<file path="config.mk">
export PLATFORM = sky130hd
export DESIGN_NAME = router_fifo_flat
export DESIGN_NICKNAME = d
export VERILOG_FILES = /design/src/rtl/router_pkg.sv /design/src/rtl/router_fifo_if.sv /design/src/rtl/router_fifo_ptr.sv /design/src/rtl/router_fifo.sv /design/src/flat_wrapper.sv
export SDC_FILE = /design/constraint.sdc
export NUM_CORES = 1
export LEC_CHECK = 0
export CORE_MARGIN = 2
export CORE_UTILIZATION = 54
export CTS_BUF_LIST = sky130_fd_sc_hd__clkbuf_16
export DETAILED_ROUTE_END_ITERATION = 6
export GPL_ROUTABILITY_DRIVEN = 0
export PLACE_DENSITY = 0.73
export SYNTH_ARGS = -nofsm -noshare
export SYNTH_HDL_FRONTEND = slang
export SYNTH_SLANG_ARGS = --single-unit
</file>
<file path="constraint.sdc">
create_clock -name clk -period 2.2 [get_ports clk]
set_input_delay 0.44 -clock clk [delete_from_list [all_inputs] [get_ports clk]]
set_output_delay 0.44 -clock clk [all_outputs]
set_load 0.01 [all_outputs]
</file>
<file path="src/rtl/router_pkg.sv">
// Shared router definitions.
// Holds the byte width, the per-port buffer depth, the header-flag bit
// position, the header payload-length field and the destination address
// codes used by the synchronizer, the FSM and the output buffers.
package router_pkg;

  localparam int DW      = 8;
  localparam int DEPTH   = 16;
  localparam int HDR_BIT = DW;

  // Header byte layout: [7:2] payload length, [1:0] destination.
  localparam int LEN_HI = 7;
  localparam int LEN_LO = 2;

  typedef enum logic [1:0] {
    DEST_0   = 2'b00,
    DEST_1   = 2'b01,
    DEST_2   = 2'b10,
    DEST_INV = 2'b11
  } dest_e;

  // Bytes still to be read after the header: payload plus parity.
  function automatic logic [6:0] pkt_len(input logic [7:0] hdr);
    return {1'b0, hdr[LEN_HI:LEN_LO]} + 7'd1;
  endfunction

endpackage

</file>
<file path="src/rtl/router_fifo_if.sv">
// Output-buffer bus between the synchronizer/destination side (master)
// and one router_fifo instance (slave).
//   soft_rst, wr_en, lfd_state, data_in, rd_en : master -> fifo
//   data_out, full, empty, pkt_active, pkt_err : fifo -> master
interface router_fifo_if #(
  parameter int DW = router_pkg::DW
);
  logic          soft_rst;
  logic          wr_en;
  logic          lfd_state;
  logic [DW-1:0] data_in;
  logic          rd_en;
  logic [DW-1:0] data_out;
  logic          full;
  logic          empty;
  logic          pkt_active;
  logic          pkt_err;

  modport master (
    output soft_rst, wr_en, lfd_state, data_in, rd_en,
    input  data_out, full, empty, pkt_active, pkt_err
  );

  modport slave (
    input  soft_rst, wr_en, lfd_state, data_in, rd_en,
    output data_out, full, empty, pkt_active, pkt_err
  );
endinterface

</file>
<file path="src/rtl/router_fifo_ptr.sv">
// AW+1-bit wrapping pointer for the output buffer. The extra MSB is the
// wrap bit that distinguishes full from empty.
//   clk, rst (sync, active-low), clr (sync clear), inc (advance by one),
//   ptr (current value).
module router_fifo_ptr #(
  parameter int AW = 4
) (
  input  logic        clk,
  input  logic        rst,
  input  logic        clr,
  input  logic        inc,
  output logic [AW:0] ptr
);

  always_ff @(posedge clk) begin
    if (!rst)
      ptr <= '0;
    else if (clr)
      ptr <= '0;
    else if (inc)
      ptr <= ptr + (AW+1)'(1);
  end

endmodule

</file>
<file path="src/rtl/router_fifo.sv">
// Per-destination output buffer of the router. Stores header/payload/
// parity bytes with a header flag, reports full/empty to the
// synchronizer, and tracks packet boundaries on the read side.
//   clk          clock
//   rst          synchronous, active-low reset (clears everything)
//   bus (slave)  soft_rst/wr_en/lfd_state/data_in/rd_en in,
//                data_out/full/empty/pkt_active/pkt_err out
module router_fifo #(
  parameter int DW    = router_pkg::DW,
  parameter int DEPTH = router_pkg::DEPTH
) (
  input  logic              clk,
  input  logic              rst,
  router_fifo_if.slave      bus
);
  import router_pkg::*;

  localparam int AW = $clog2(DEPTH);

  logic [AW:0]   wp;
  logic [AW:0]   rp;
  logic [DW:0]   mem [DEPTH];
  logic [DW:0]   entry;
  logic [6:0]    rem;
  logic          wr_ok;
  logic          rd_ok;

  // full/empty decode the registered pointers before the edge, so a
  // simultaneous access while full drops the write and while empty
  // ignores the read. soft_rst discards any same-cycle access.
  assign bus.empty = (wp == rp);
  assign bus.full  = (wp[AW-1:0] == rp[AW-1:0]) && (wp[AW] != rp[AW]);
  assign wr_ok     = rst && !bus.soft_rst && bus.wr_en && !bus.full;
  assign rd_ok     = rst && !bus.soft_rst && bus.rd_en && !bus.empty;
  assign entry     = mem[rp[AW-1:0]];

  router_fifo_ptr #(.AW(AW)) u_wp (
    .clk (clk),
    .rst (rst),
    .clr (bus.soft_rst),
    .inc (wr_ok),
    .ptr (wp)
  );

  router_fifo_ptr #(.AW(AW)) u_rp (
    .clk (clk),
    .rst (rst),
    .clr (bus.soft_rst),
    .inc (rd_ok),
    .ptr (rp)
  );

  // Storage is never reset; only the pointers define which entries are valid.
  always_ff @(posedge clk) begin
    if (wr_ok)
      mem[wp[AW-1:0]] <= {bus.lfd_state, bus.data_in};
  end

  // Read stage: registered data and remaining-byte counter.
  always_ff @(posedge clk) begin
    if (!rst) begin
      bus.data_out <= '0;
      rem          <= '0;
      bus.pkt_err  <= 1'b0;
    end else if (bus.soft_rst) begin
      bus.data_out <= '0;
      rem          <= '0;
    end else if (rd_ok) begin
      bus.data_out <= entry[DW-1:0];
      if (entry[DW])
        rem <= pkt_len(entry[7:0]);   // a header mid-packet simply restarts
      else if (rem != 7'd0)
        rem <= rem - 7'd1;
      else
        bus.pkt_err <= 1'b1;          // payload byte with no open packet
    end
  end

  assign bus.pkt_active = (rem != 7'd0);

endmodule

</file>
<file path="src/flat_wrapper.sv">
// flat-port wrapper written by rule: the top's interface ports become plain ports
module router_fifo_flat import router_pkg::*;
#(
  parameter int DW    = router_pkg::DW,
  parameter int DEPTH = router_pkg::DEPTH
)
  (clk, rst, bus_soft_rst, bus_wr_en, bus_lfd_state, bus_data_in, bus_rd_en, bus_data_out, bus_full, bus_empty, bus_pkt_active, bus_pkt_err);
  router_fifo_if #(.DW(DW)) bus_i ();
  input  logic clk;
  input  logic rst;
  input wire logic [$bits(bus_i.soft_rst)-1:0] bus_soft_rst;
  input wire logic [$bits(bus_i.wr_en)-1:0] bus_wr_en;
  input wire logic [$bits(bus_i.lfd_state)-1:0] bus_lfd_state;
  input wire logic [$bits(bus_i.data_in)-1:0] bus_data_in;
  input wire logic [$bits(bus_i.rd_en)-1:0] bus_rd_en;
  output wire logic [$bits(bus_i.data_out)-1:0] bus_data_out;
  output wire logic [$bits(bus_i.full)-1:0] bus_full;
  output wire logic [$bits(bus_i.empty)-1:0] bus_empty;
  output wire logic [$bits(bus_i.pkt_active)-1:0] bus_pkt_active;
  output wire logic [$bits(bus_i.pkt_err)-1:0] bus_pkt_err;
  assign bus_i.soft_rst = bus_soft_rst;
  assign bus_i.wr_en = bus_wr_en;
  assign bus_i.lfd_state = bus_lfd_state;
  assign bus_i.data_in = bus_data_in;
  assign bus_i.rd_en = bus_rd_en;
  assign bus_data_out = bus_i.data_out;
  assign bus_full = bus_i.full;
  assign bus_empty = bus_i.empty;
  assign bus_pkt_active = bus_i.pkt_active;
  assign bus_pkt_err = bus_i.pkt_err;
  router_fifo #(.DW(DW), .DEPTH(DEPTH)) u_core (.clk(clk), .rst(rst), .bus(bus_i));
endmodule
</file>
==> run metrics <==
Core Util, Final=0.686; final wirelength=between 15000 and 20000 um; Pwr per Cell Area=756 mW/mm2; Area after DPL=0.00788 mm2; Setup violations, final=2; worst hold path class=register to register; final worst slack=-10.1 ps; Post-Synth XOR/XNOR Area=0.0199; P_leak=between 2 and 3 nW; period utilization=1.00; Max Cap Violations=0; Hold WS=roughly 460 ps; largest net degree at the start of global routing=29; Synthesis Warnings=0; Post-synth EDFFs=144; crit path kind=register to register; Avg Cell Area, Syn=17.2 um2; max_slew headroom=0.587; combinational fraction of design power=0.040; largest family of logic cells by synthesized area=multiplexers; placed cells=~650; die area=0.0140 mm2; Iter 0 DRT Violations=~540; multiplexer share of the synthesized area=0.137; clock slew at reported path FFs=~70 ps; Initial Util=0.556; violated checks=negative setup slack; drt wl/cell=22.4 um; Core Region=0.0127 mm2; P_int=a little over 5 mW; Inserted Clock Buffers=17; top post-synthesis cells by count=edfxtp_1 (144), nand2_1 (31), nor2_1 (31), dfxtp_1 (30), mux4_2 (28); post-route insts no fill=approximately 690; reg2reg path depth=7; vias in the first global route=~4k; proportion of layout cells with a drive suffix above 1=0.333; row count=between 40 and 50; endpoints failing hold=0; reg2reg end=u_core.rem[5]; RSZ-0062 raised after global routing=true; final instance area=approximately 0.0087 mm2; worst IR drop on VDD=0.000635 V; num ports=26; setup tns final=-15.7 ps; Slew @ Worst Pin=around 620 ps; initial antenna violation count=0; status=finished with violations; Vias/cell=about 6; Clk pwr share=0.416; first-pass GRT wire length=between 20000 and 25000 um; drt pass-1 iters=5; routed vias=4111; largest fanout on the critical path=8; Worst Hold Path Cells=2; compound-cell area share of the yosys netlist=0.0476; Worst Clk Skew=around 9.7 ps; Post-Synth Adder-Cell Area=0.0142; CTS tree=built; asr flop ratio synth=0; DIE HEIGHT=between 100 and 150 um; gr usage total=0.227; Synth area leaders=edfxtp_1 (61%), mux4_2 (9.0%), dfxtp_1 (8.5%), mux4_1 (4.5%), nand2_1 (1.7%); synth-to-layout area growth=23.4%; CP endpoint=u_core.rem[5]; Final nets=523; Peak Freq=between 400 and 500 MHz; Reg2Reg Setup Slack=-10 ps; Die W=~120 um; Seq cells post-synth=roughly 170; CP required=between 2000 and 3000 ps; Synth Area in Simple Gates=0.0636; clock root buffer=clkbuf_16; Post-DRT Antenna Nets=0; Tmin final=around 2200 ps; total grt overflow=0; Yosys top cell by area=edfxtp_1; P_sw=around 1.4 mW; cell with the most instances after synthesis=edfxtp_1; count of different cell masters after synthesis=46; Most used DFF post-synth=edfxtp_1; diode count=0; sequential power share=0.545; Worst-Skew Late Latency=between 400 and 500 ps; Fillers=829; number of H-tree levels=4; Slew Viols, Final=0; Seq/Total Area, Yosys=0.699; crit start category=register; Hold Buf Count CTS=0; Sw Ratio=0.216; crit path DAT=approximately 2500 ps; area share of the largest cell type after synthesis=0.614; Mapped Area=0.00705 mm2; Detailed Place HPWL=9780 um; number of clock sinks=174; Longest Clk Path Bufs=2; Mapped Cells=410; CP Capture Type=register; syn_nets=432; I/O Buffers=25; Residual DRC=0
[critical path, cell delays in order, from the launching register on]
cell	delay, ps
dfxtp_4	370
clkbuf_16	170
mux4_2	550
mux4_2	500
a21boi_1	160
nand4_2	110
xor2_1	150
o22ai_1	90
[cell type report]
class,count,area [um2],share of cell area
inverter,4,15.0,0.00173
sequential,174,4940,0.569
clock buffer,17,425,0.0489
multi-input combinational,213,2130,0.245
tap,172,215,0.0248
clock inverter,14,116,0.0134
timing repair buffer,91,850,0.0977
[per-stage QoR]
step | power [mW] | setup slack [ps]
4_1_cts | 6.59 | -29.4
3_5_place_dp | 3.89 | -213
6_report | 6.58 | -10.1
2_1_floorplan | 3.77 | -26.2
5_1_grt | 6.77 | -78.9
3_3_place_gp | 3.88 | -261
[cells by family after synthesis]
logic type,Yosys count
flops,174
simple gates,96
compound gates,51
mux,42
buf+inv,23
xor+xnor,16
fa+ha+maj,8
[placed cells by master, fill, tap and decap left out, types with 4 or more instances in the layout]
cell type,n
edfxtp_1,144
buf_4,55
mux4_2,32
nor2_1,29
nand2_1,26
dfxtp_1,22
clkdlybuf4s50_1,22
clkbuf_16,19
a21oi_1,13
a22oi_2,10
xor2_1,9
mux4_1,8
ha_1,7
nor2b_1,6
o21ai_0,6
inv_1,5
nand2_2,5
nand4_1,5
dfxtp_2,5
xnor2_1,4
nor3_1,4
and3_1,4
a22oi_1,4
a21oi_2,4
buf_12,4
buf_6,4
[worst min path at each step]
stage               slack (ps)              startpoint                      to
global placement           440  u_core.bus.data_out[7]  u_core.bus.data_out[7]
global route               490  u_core.bus.data_out[7]  u_core.bus.data_out[7]
CTS                        470  u_core.bus.data_out[0]  u_core.bus.data_out[0]
floorplan                  470      u_core.u_wp.ptr[4]      u_core.u_wp.ptr[4]
detailed placement         460  u_core.bus.data_out[7]  u_core.bus.data_out[7]
finish                     460  u_core.bus.data_out[3]  u_core.bus.data_out[3]
[power groups by stage]
stage,Combinational [mW],Sequential (mW),Clock [mW]
after floorplan,0.113,3.65,0
after global placement,0.227,3.65,0
after detailed placement,0.234,3.65,0
after CTS,0.243,3.58,2.77
after global routing,0.282,3.58,2.91
final,0.262,3.58,2.73
[what timing repair did]
item	CTS	global route
cloned	0	2
buffers inserted	5	3
resized for setup	28	29
setup endpoints to repair	10	16
pin swaps	3	14
[layer usage]
metal	global-route usage	part of all wire
met4	0.105	0.031
met3	0.0569	0.068
met1	0.305	0.41
met2	0.352	0.49
met5	0	0
[sequential cells by signal, indices dropped and copies added (netlist names), named ones only]
name / count
u_core.bus.data_out: 8
u_core.bus.pkt_err: 1
u_core.mem: 144
u_core.rem: 7
u_core.u_rp.ptr: 5
u_core.u_wp.ptr: 5
(Power assumes the default switching activity.)
